<file path="src/rtl/vga_timing_if.sv">
// Purpose : bundles the run enable and all raster timing outputs of vga_timing_gen.
// Latency : none, wires only.
// Backpressure: none; the consumer can only pause the raster through i_en.
//
// master : the timing generator (drives timing, samples i_en)
// slave  : the framebuffer reader / DAC driver (drives i_en, samples timing)
// CNT_W and FRAME_W must match the generator instance connected to it.
interface vga_timing_if #(
  parameter int CNT_W   = 11,
  parameter int FRAME_W = 8
);
  logic               i_en;
  logic               o_pix_tick;
  logic               o_hs;
  logic               o_vs;
  logic               o_sync_n;
  logic               o_blank_n;
  logic               o_de;
  logic [CNT_W-1:0]   o_x;
  logic [CNT_W-1:0]   o_y;
  logic               o_line_start;
  logic               o_frame_start;
  logic [FRAME_W-1:0] o_frame_cnt;

  modport master (
    input  i_en,
    output o_pix_tick, o_hs, o_vs, o_sync_n, o_blank_n, o_de,
    output o_x, o_y, o_line_start, o_frame_start, o_frame_cnt
  );

  modport slave (
    output i_en,
    input  o_pix_tick, o_hs, o_vs, o_sync_n, o_blank_n, o_de,
    input  o_x, o_y, o_line_start, o_frame_start, o_frame_cnt
  );
endinterface

</file>
<file path="src/rtl/vga_timing_gen.sv">
// Purpose : parametrised raster timing generator (sync, blanking, DE, x/y, strobes, frame count).
// Latency : all outputs registered; they reflect the counter state reached on the same edge.
// Backpressure: i_en low freezes divider, counters and levels; strobes are forced low.
//
// Ports:
//   i_clk    system clock, all state on the rising edge
//   i_rst_n  synchronous active-low reset, overrides i_en
//   vif      vga_timing_if.master: i_en in; o_pix_tick, o_hs, o_vs, o_sync_n,
//            o_blank_n, o_de, o_x, o_y, o_line_start, o_frame_start, o_frame_cnt out
// Line layout per counter: sync, back porch, active, front porch (sync at count 0).
module vga_timing_gen #(
  parameter int CNT_W    = 11,
  parameter int H_ACTIVE = 640,
  parameter int H_FP     = 16,
  parameter int H_SYNC   = 96,
  parameter int H_BP     = 48,
  parameter int V_ACTIVE = 480,
  parameter int V_FP     = 10,
  parameter int V_SYNC   = 2,
  parameter int V_BP     = 33,
  parameter bit H_POL    = 1'b0,
  parameter bit V_POL    = 1'b0,
  parameter int CLK_DIV  = 2,
  parameter int FRAME_W  = 8
) (
  input  logic         i_clk,
  input  logic         i_rst_n,
  vga_timing_if.master vif
);

  localparam int HMAX    = H_SYNC + H_BP + H_ACTIVE + H_FP;
  localparam int VMAX    = V_SYNC + V_BP + V_ACTIVE + V_FP;
  localparam int H_START = H_SYNC + H_BP;
  localparam int H_END   = H_START + H_ACTIVE;
  localparam int V_START = V_SYNC + V_BP;
  localparam int V_END   = V_START + V_ACTIVE;
  localparam int DIV_W   = (CLK_DIV > 1) ? $clog2(CLK_DIV) : 1;

  localparam logic [CNT_W-1:0] H_LAST    = CNT_W'(HMAX - 1);
  localparam logic [CNT_W-1:0] V_LAST    = CNT_W'(VMAX - 1);
  localparam logic [CNT_W-1:0] H_START_C = CNT_W'(H_START);
  localparam logic [CNT_W-1:0] V_START_C = CNT_W'(V_START);
  localparam logic [DIV_W-1:0] DIV_LAST  = DIV_W'(CLK_DIV - 1);

  if (CLK_DIV < 1) begin : g_bad_div
    $error("vga_timing_gen: CLK_DIV must be at least 1");
  end
  if (longint'(HMAX - 1) > ((longint'(1) << CNT_W) - 1)) begin : g_bad_hmax
    $error("vga_timing_gen: horizontal total does not fit in CNT_W bits");
  end
  if (longint'(VMAX - 1) > ((longint'(1) << CNT_W) - 1)) begin : g_bad_vmax
    $error("vga_timing_gen: vertical total does not fit in CNT_W bits");
  end

  // Timing state
  logic [DIV_W-1:0]   div, div_nxt;
  logic [CNT_W-1:0]   hc, hc_nxt;
  logic [CNT_W-1:0]   vc, vc_nxt;
  logic [FRAME_W-1:0] frame_cnt, frame_cnt_nxt;

  // Output registers
  logic               tick_q, hs_q, vs_q, blank_n_q, line_q, frame_q;
  logic [CNT_W-1:0]   x_q, y_q;

  // Next-state decode
  logic               tick, h_wrap, v_wrap;
  logic               h_act, v_act, hs_nxt, vs_nxt;
  logic [CNT_W-1:0]   x_nxt, y_nxt;

  always_comb begin
    div_nxt       = div;
    hc_nxt        = hc;
    vc_nxt        = vc;
    frame_cnt_nxt = frame_cnt;
    tick          = 1'b0;
    h_wrap        = 1'b0;
    v_wrap        = 1'b0;

    if (vif.i_en) begin
      if (div == DIV_LAST) begin
        div_nxt = '0;
        tick    = 1'b1;
      end else begin
        div_nxt = div + DIV_W'(1);
      end
    end

    if (tick) begin
      if (hc == H_LAST) begin
        hc_nxt = '0;
        h_wrap = 1'b1;
        if (vc == V_LAST) begin
          vc_nxt        = '0;
          v_wrap        = 1'b1;
          frame_cnt_nxt = frame_cnt + FRAME_W'(1);
        end else begin
          vc_nxt = vc + CNT_W'(1);
        end
      end else begin
        hc_nxt = hc + CNT_W'(1);
      end
    end

    // Levels are decoded from the counters being loaded this edge, so the
    // registered outputs line up with (hc, vc) rather than lagging a pixel.
    hs_nxt = (int'(hc_nxt) < H_SYNC) ? H_POL : ~H_POL;
    vs_nxt = (int'(vc_nxt) < V_SYNC) ? V_POL : ~V_POL;
    h_act  = (int'(hc_nxt) >= H_START) && (int'(hc_nxt) < H_END);
    v_act  = (int'(vc_nxt) >= V_START) && (int'(vc_nxt) < V_END);
    x_nxt  = (h_act && v_act) ? (hc_nxt - H_START_C) : '0;
    y_nxt  = (h_act && v_act) ? (vc_nxt - V_START_C) : '0;
  end

  always_ff @(posedge i_clk) begin
    if (!i_rst_n) begin
      div       <= '0;
      hc        <= '0;
      vc        <= '0;
      frame_cnt <= '0;
      tick_q    <= 1'b0;
      hs_q      <= H_POL;
      vs_q      <= V_POL;
      blank_n_q <= 1'b0;
      x_q       <= '0;
      y_q       <= '0;
      line_q    <= 1'b0;
      frame_q   <= 1'b0;
    end else begin
      div       <= div_nxt;
      hc        <= hc_nxt;
      vc        <= vc_nxt;
      frame_cnt <= frame_cnt_nxt;
      tick_q    <= tick;
      hs_q      <= hs_nxt;
      vs_q      <= vs_nxt;
      blank_n_q <= h_act && v_act;
      x_q       <= x_nxt;
      y_q       <= y_nxt;
      line_q    <= h_wrap;
      // v_wrap only rises together with h_wrap, so a frame strobe always
      // coincides with a line strobe.
      frame_q   <= v_wrap;
    end
  end

  assign vif.o_pix_tick    = tick_q;
  assign vif.o_hs          = hs_q;
  assign vif.o_vs          = vs_q;
  assign vif.o_sync_n      = 1'b0;
  assign vif.o_blank_n     = blank_n_q;
  assign vif.o_de          = blank_n_q;
  assign vif.o_x           = x_q;
  assign vif.o_y           = y_q;
  assign vif.o_line_start  = line_q;
  assign vif.o_frame_start = frame_q;
  assign vif.o_frame_cnt   = frame_cnt;

endmodule

</file>
<file path="src/flat_wrapper.sv">
// flat-port wrapper written by rule: the top's interface ports become plain ports
module vga_timing_gen_flat 
#(
  parameter int CNT_W    = 11,
  parameter int H_ACTIVE = 640,
  parameter int H_FP     = 16,
  parameter int H_SYNC   = 96,
  parameter int H_BP     = 48,
  parameter int V_ACTIVE = 480,
  parameter int V_FP     = 10,
  parameter int V_SYNC   = 2,
  parameter int V_BP     = 33,
  parameter bit H_POL    = 1'b0,
  parameter bit V_POL    = 1'b0,
  parameter int CLK_DIV  = 2,
  parameter int FRAME_W  = 8
)
  (i_clk, i_rst_n, vif_i_en, vif_o_pix_tick, vif_o_hs, vif_o_vs, vif_o_sync_n, vif_o_blank_n, vif_o_de, vif_o_x, vif_o_y, vif_o_line_start, vif_o_frame_start, vif_o_frame_cnt);
  vga_timing_if #(.CNT_W(CNT_W), .FRAME_W(FRAME_W)) vif_i ();
  input  logic i_clk;
  input  logic i_rst_n;
  input wire logic [$bits(vif_i.i_en)-1:0] vif_i_en;
  output wire logic [$bits(vif_i.o_pix_tick)-1:0] vif_o_pix_tick;
  output wire logic [$bits(vif_i.o_hs)-1:0] vif_o_hs;
  output wire logic [$bits(vif_i.o_vs)-1:0] vif_o_vs;
  output wire logic [$bits(vif_i.o_sync_n)-1:0] vif_o_sync_n;
  output wire logic [$bits(vif_i.o_blank_n)-1:0] vif_o_blank_n;
  output wire logic [$bits(vif_i.o_de)-1:0] vif_o_de;
  output wire logic [$bits(vif_i.o_x)-1:0] vif_o_x;
  output wire logic [$bits(vif_i.o_y)-1:0] vif_o_y;
  output wire logic [$bits(vif_i.o_line_start)-1:0] vif_o_line_start;
  output wire logic [$bits(vif_i.o_frame_start)-1:0] vif_o_frame_start;
  output wire logic [$bits(vif_i.o_frame_cnt)-1:0] vif_o_frame_cnt;
  assign vif_i.i_en = vif_i_en;
  assign vif_o_pix_tick = vif_i.o_pix_tick;
  assign vif_o_hs = vif_i.o_hs;
  assign vif_o_vs = vif_i.o_vs;
  assign vif_o_sync_n = vif_i.o_sync_n;
  assign vif_o_blank_n = vif_i.o_blank_n;
  assign vif_o_de = vif_i.o_de;
  assign vif_o_x = vif_i.o_x;
  assign vif_o_y = vif_i.o_y;
  assign vif_o_line_start = vif_i.o_line_start;
  assign vif_o_frame_start = vif_i.o_frame_start;
  assign vif_o_frame_cnt = vif_i.o_frame_cnt;
  vga_timing_gen #(.CNT_W(CNT_W), .H_ACTIVE(H_ACTIVE), .H_FP(H_FP), .H_SYNC(H_SYNC), .H_BP(H_BP), .V_ACTIVE(V_ACTIVE), .V_FP(V_FP), .V_SYNC(V_SYNC), .V_BP(V_BP), .H_POL(H_POL), .V_POL(V_POL), .CLK_DIV(CLK_DIV), .FRAME_W(FRAME_W)) u_core (.i_clk(i_clk), .i_rst_n(i_rst_n), .vif(vif_i));
endmodule
</file>
<file path="config.mk">
export PLATFORM = sky130hd
export DESIGN_NAME = vga_timing_gen_flat
export DESIGN_NICKNAME = d
export VERILOG_FILES = /design/src/rtl/vga_timing_if.sv /design/src/rtl/vga_timing_gen.sv /design/src/flat_wrapper.sv
export SDC_FILE = /design/constraint.sdc
export NUM_CORES = 1
export LEC_CHECK = 0
export CAP_MARGIN = 20
export CORE_ASPECT_RATIO = 0.9
export CORE_MARGIN = 5
export CORE_UTILIZATION = 35
export CTS_CLUSTER_DIAMETER = 150
export DETAILED_ROUTE_END_ITERATION = 16
export SYNTH_ARGS = -nofsm -noshare
export SYNTH_HDL_FRONTEND = slang
export SYNTH_SLANG_ARGS = --single-unit
</file>
<file path="constraint.sdc">
create_clock -name i_clk -period 5.25 [get_ports i_clk]
set_input_delay 0.525 -clock i_clk [delete_from_list [all_inputs] [get_ports i_clk]]
set_output_delay 0.525 -clock i_clk [all_outputs]
set_load 0.005 [all_outputs]
</file>
==> run summary <==
Seq/Total Area, Yosys -> 0.382
Max stage delay on crit path -> 0.66 ns
DR vias/cell -> 5.16
DR iter-0 viols -> 164
initial antenna violation count -> 0
placed insts -> 472
Routed Antenna Nets -> 0
measured slew at the worst slew-check pin -> 0.617 ns
Worst-path clk slew -> 0.06 ns
Post-synth EDFFs -> 0
Setup crit start kind -> input port
final instance area -> 3750 um2
vias in the first global route -> 2367
PortBufs -> 39
Critical Path Most Common Cell -> buf_4
chip width -> 109 um
CTS Sinks -> 59
max_cap viols -> 0
Clock Skew -> 0.0120 ns
Crit Path Class -> in2reg
worst vdd ir -> 0.000175 V
Crit path required time -> 5.51 ns
Hold Path Class -> reg2reg
Tmin final -> 3.78 ns
M1 GR Usage -> 0.210
yosys warns -> 0
Mapped Nets -> 337
vias -> 2519
slew margin rel. -> 0.587
Final Instance Count excl. Fillers -> 488
die area -> 10800 um2
FF+latch count, synth -> 59
TritonRoute pass-1 iters -> 4
# setup viols final -> 0
clock buffer depth -> 2
Initial Util -> 0.359
Post-CTS Setup Bufs -> 0
grt met3 use -> 0.0435
CTS tree -> built
gpl congestion -> 0.899
# H-tree levels -> 3
Pleak -> 0.00127 uW
WL final -> 7080 um
DP Area -> 3560 um2
post-synthesis instance area -> 3090 um2
Avg WL per Cell -> 14.5 um
crit path cell chain -> clkdlybuf4s50_1 > nand4_2 > nor3_4 > buf_4 > nand2_2 > o21ai_0 > ha_1 > o211ai_1 > a2111oi_4 > a211oi_4 > buf_4 > a211oi_2
Detailed Place HPWL -> 5250 um
library cells used by synthesis -> 70
Remaining Overflow, GRT -> 0
outcome -> finished, final reports clean
P&R area growth vs syn -> 21.3%
gr busiest metal -> met1
largest net degree at the start of global routing -> 29
Async SR Flop Fraction -> 0
Slew Limit Fails -> 0
cts hold-fix bufs -> 0
fin crit share -> 0.719
Post-Syn Instances -> 327
grt met2 use -> 0.183
Mean Syn Cell Area -> 9.46 um2
Die Ht -> 99.2 um
post-CTS sizing -> 0
Max Fclk -> 265 MHz
nets@finish -> 374
core area -> 8610 um2
worst skew pair latency -> 0.35 ns
Total GRT Usage -> 0.141
share of cells above drive strength 1 -> 0.176
Crit. End Element -> flip-flop
Max Fanout on Critical Path -> 14
RSZ-0062 raised after global routing -> false
first-pass GRT wire length -> 11900 um
TNS Setup -> 0 ns
num rows -> 32
Critical Path AT -> 4.04 ns
Post-synth top flop -> dfxtp_1
endpoints failing hold -> 0
CTS buffer count -> 9
IO Pins -> 41
Post-route DRC -> 0
slowest CP cell -> clkdlybuf4s50_1
n_diodes -> 0
clock root buffer -> clkbuf_8
PD cells -> 246 nW/um2
-- cell usage in the layout (no fill, tap or decap), types with 3 or more instances in the layout --
cell / netlist / final
nor3_2: 16 / 16
o21a_1: 4 / 4
o211ai_1: 3 / 3
o21ai_1: 4 / 4
nor4_1: 3 / 3
nor3b_2: 3 / 3
or4_1: 3 / 3
nor2_1: 33 / 32
clkdlybuf4s50_1: 0 / 39
o22ai_1: 4 / 4
nand3_1: 15 / 15
ha_1: 7 / 7
nand4_1: 10 / 10
clkinv_2: 0 / 3
inv_1: 8 / 8
o31ai_1: 3 / 3
dfxtp_1: 59 / 59
buf_4: 5 / 3
and2_1: 10 / 10
a21oi_1: 10 / 10
o31a_1: 4 / 4
clkbuf_8: 0 / 10
xnor2_1: 12 / 12
and4_1: 4 / 4
nand2_1: 13 / 13
o21ai_0: 4 / 4
xor2_1: 17 / 17
nor3_1: 12 / 12
-- flip-flops by register name, summed over array words and instances, names as in the netlist, 8 cells and up --
name and flops:
u_core.hc 11, u_core.vc 11, u_core.vif.o_x 11, u_core.vif.o_y 11
u_core.vif.o_frame_cnt 8
-- synthesized netlist by cell type (all sizes together), types with 9 or more instances --
cell / instances / area (um2)
nor3: 29 / 236
nand3: 17 / 103
and2: 11 / 71.3
xnor2: 12 / 105
a21oi: 10 / 50.1
xor2: 17 / 149
o21ai: 9 / 48.8
inv: 9 / 33.8
buf: 14 / 100
nor2: 33 / 124
dfxtp: 59 / 1180
nand2: 14 / 55.1
nand4: 12 / 87.6
-- cell type report --
type                            count  area [um2]
Clock buffer                       11         141
Clock inverter                      5        52.6
Fill cell                         850        4860
Inverter                            9        33.8
Multi-Input combinational cell    243        1780
Sequential cell                    59        1180
Tap cell                          119         149
Timing Repair Buffer               42         413
-- where the power goes --
part	switching, uW	internal (uW)	total, uW
sequential	7.06	452	459
clock	184	230	413
combinational	30.6	20.6	51.2
total	221	702	923
-- per-stage QoR --
step	util	setup WS, ns	hold slack (ns)	power, uW
2_1_floorplan	-	2.33	0.488	507
3_3_place_gp	0.413	1.33	0.505	520
3_5_place_dp	0.413	1.15	0.530	520
4_1_cts	0.436	1.52	0.547	936
5_1_grt	0.436	1.24	0.569	956
6_report	0.436	1.47	0.538	923
-- worst paths after layout --
path	slack, ns	cells past startpoint	from	to
worst max-delay path	1.47	12	vif_i_en	u_core.vif.o_y[10]$_SDFF_PN0_
worst min-delay path	0.54	2	u_core.vif.o_frame_cnt[7]$_SDFFE_PN0P_	u_core.vif.o_frame_cnt[7]$_SDFFE_PN0P_
worst max register to register	1.76	12	u_core.vc[0]$_SDFF_PN0_	u_core.vif.o_x[3]$_SDFF_PN0_
worst min register to register	0.54	2	u_core.vif.o_frame_cnt[7]$_SDFFE_PN0P_	u_core.vif.o_frame_cnt[7]$_SDFFE_PN0P_
-- metal layers --
layer / up-vias / part of all wire
met1: 1158 / 0.52
met2: 84 / 0.39
met3: 13 / 0.076
met4: 0 / 0.021
li1: 1264 / -
met5: - / 0
-- logic make-up after synthesis --
kind of cell | count (synthesis) | share of synthesized area
multiplexers | 1 | 0.00324
flip-flops | 59 | 0.382
adder cells (fa/ha/maj) | 7 | 0.0283
other | 1 | 0.00121
XOR/XNOR | 29 | 0.0821
AO/OA/AOI/OAI | 59 | 0.156
AND/OR/NAND/NOR | 146 | 0.301
buffers and inverters | 25 | 0.0457
-- worst max-delay path, delay by kind of cell --
family | cells | cell delay, ns
adder cells (fa/ha/maj) | 1 | 0.34
AO/OA/AOI/OAI | 5 | 1.32
buffers and inverters | 3 | 1.15
AND/OR/NAND/NOR | 3 | 0.70
Power figures use the tool's default switching activity.
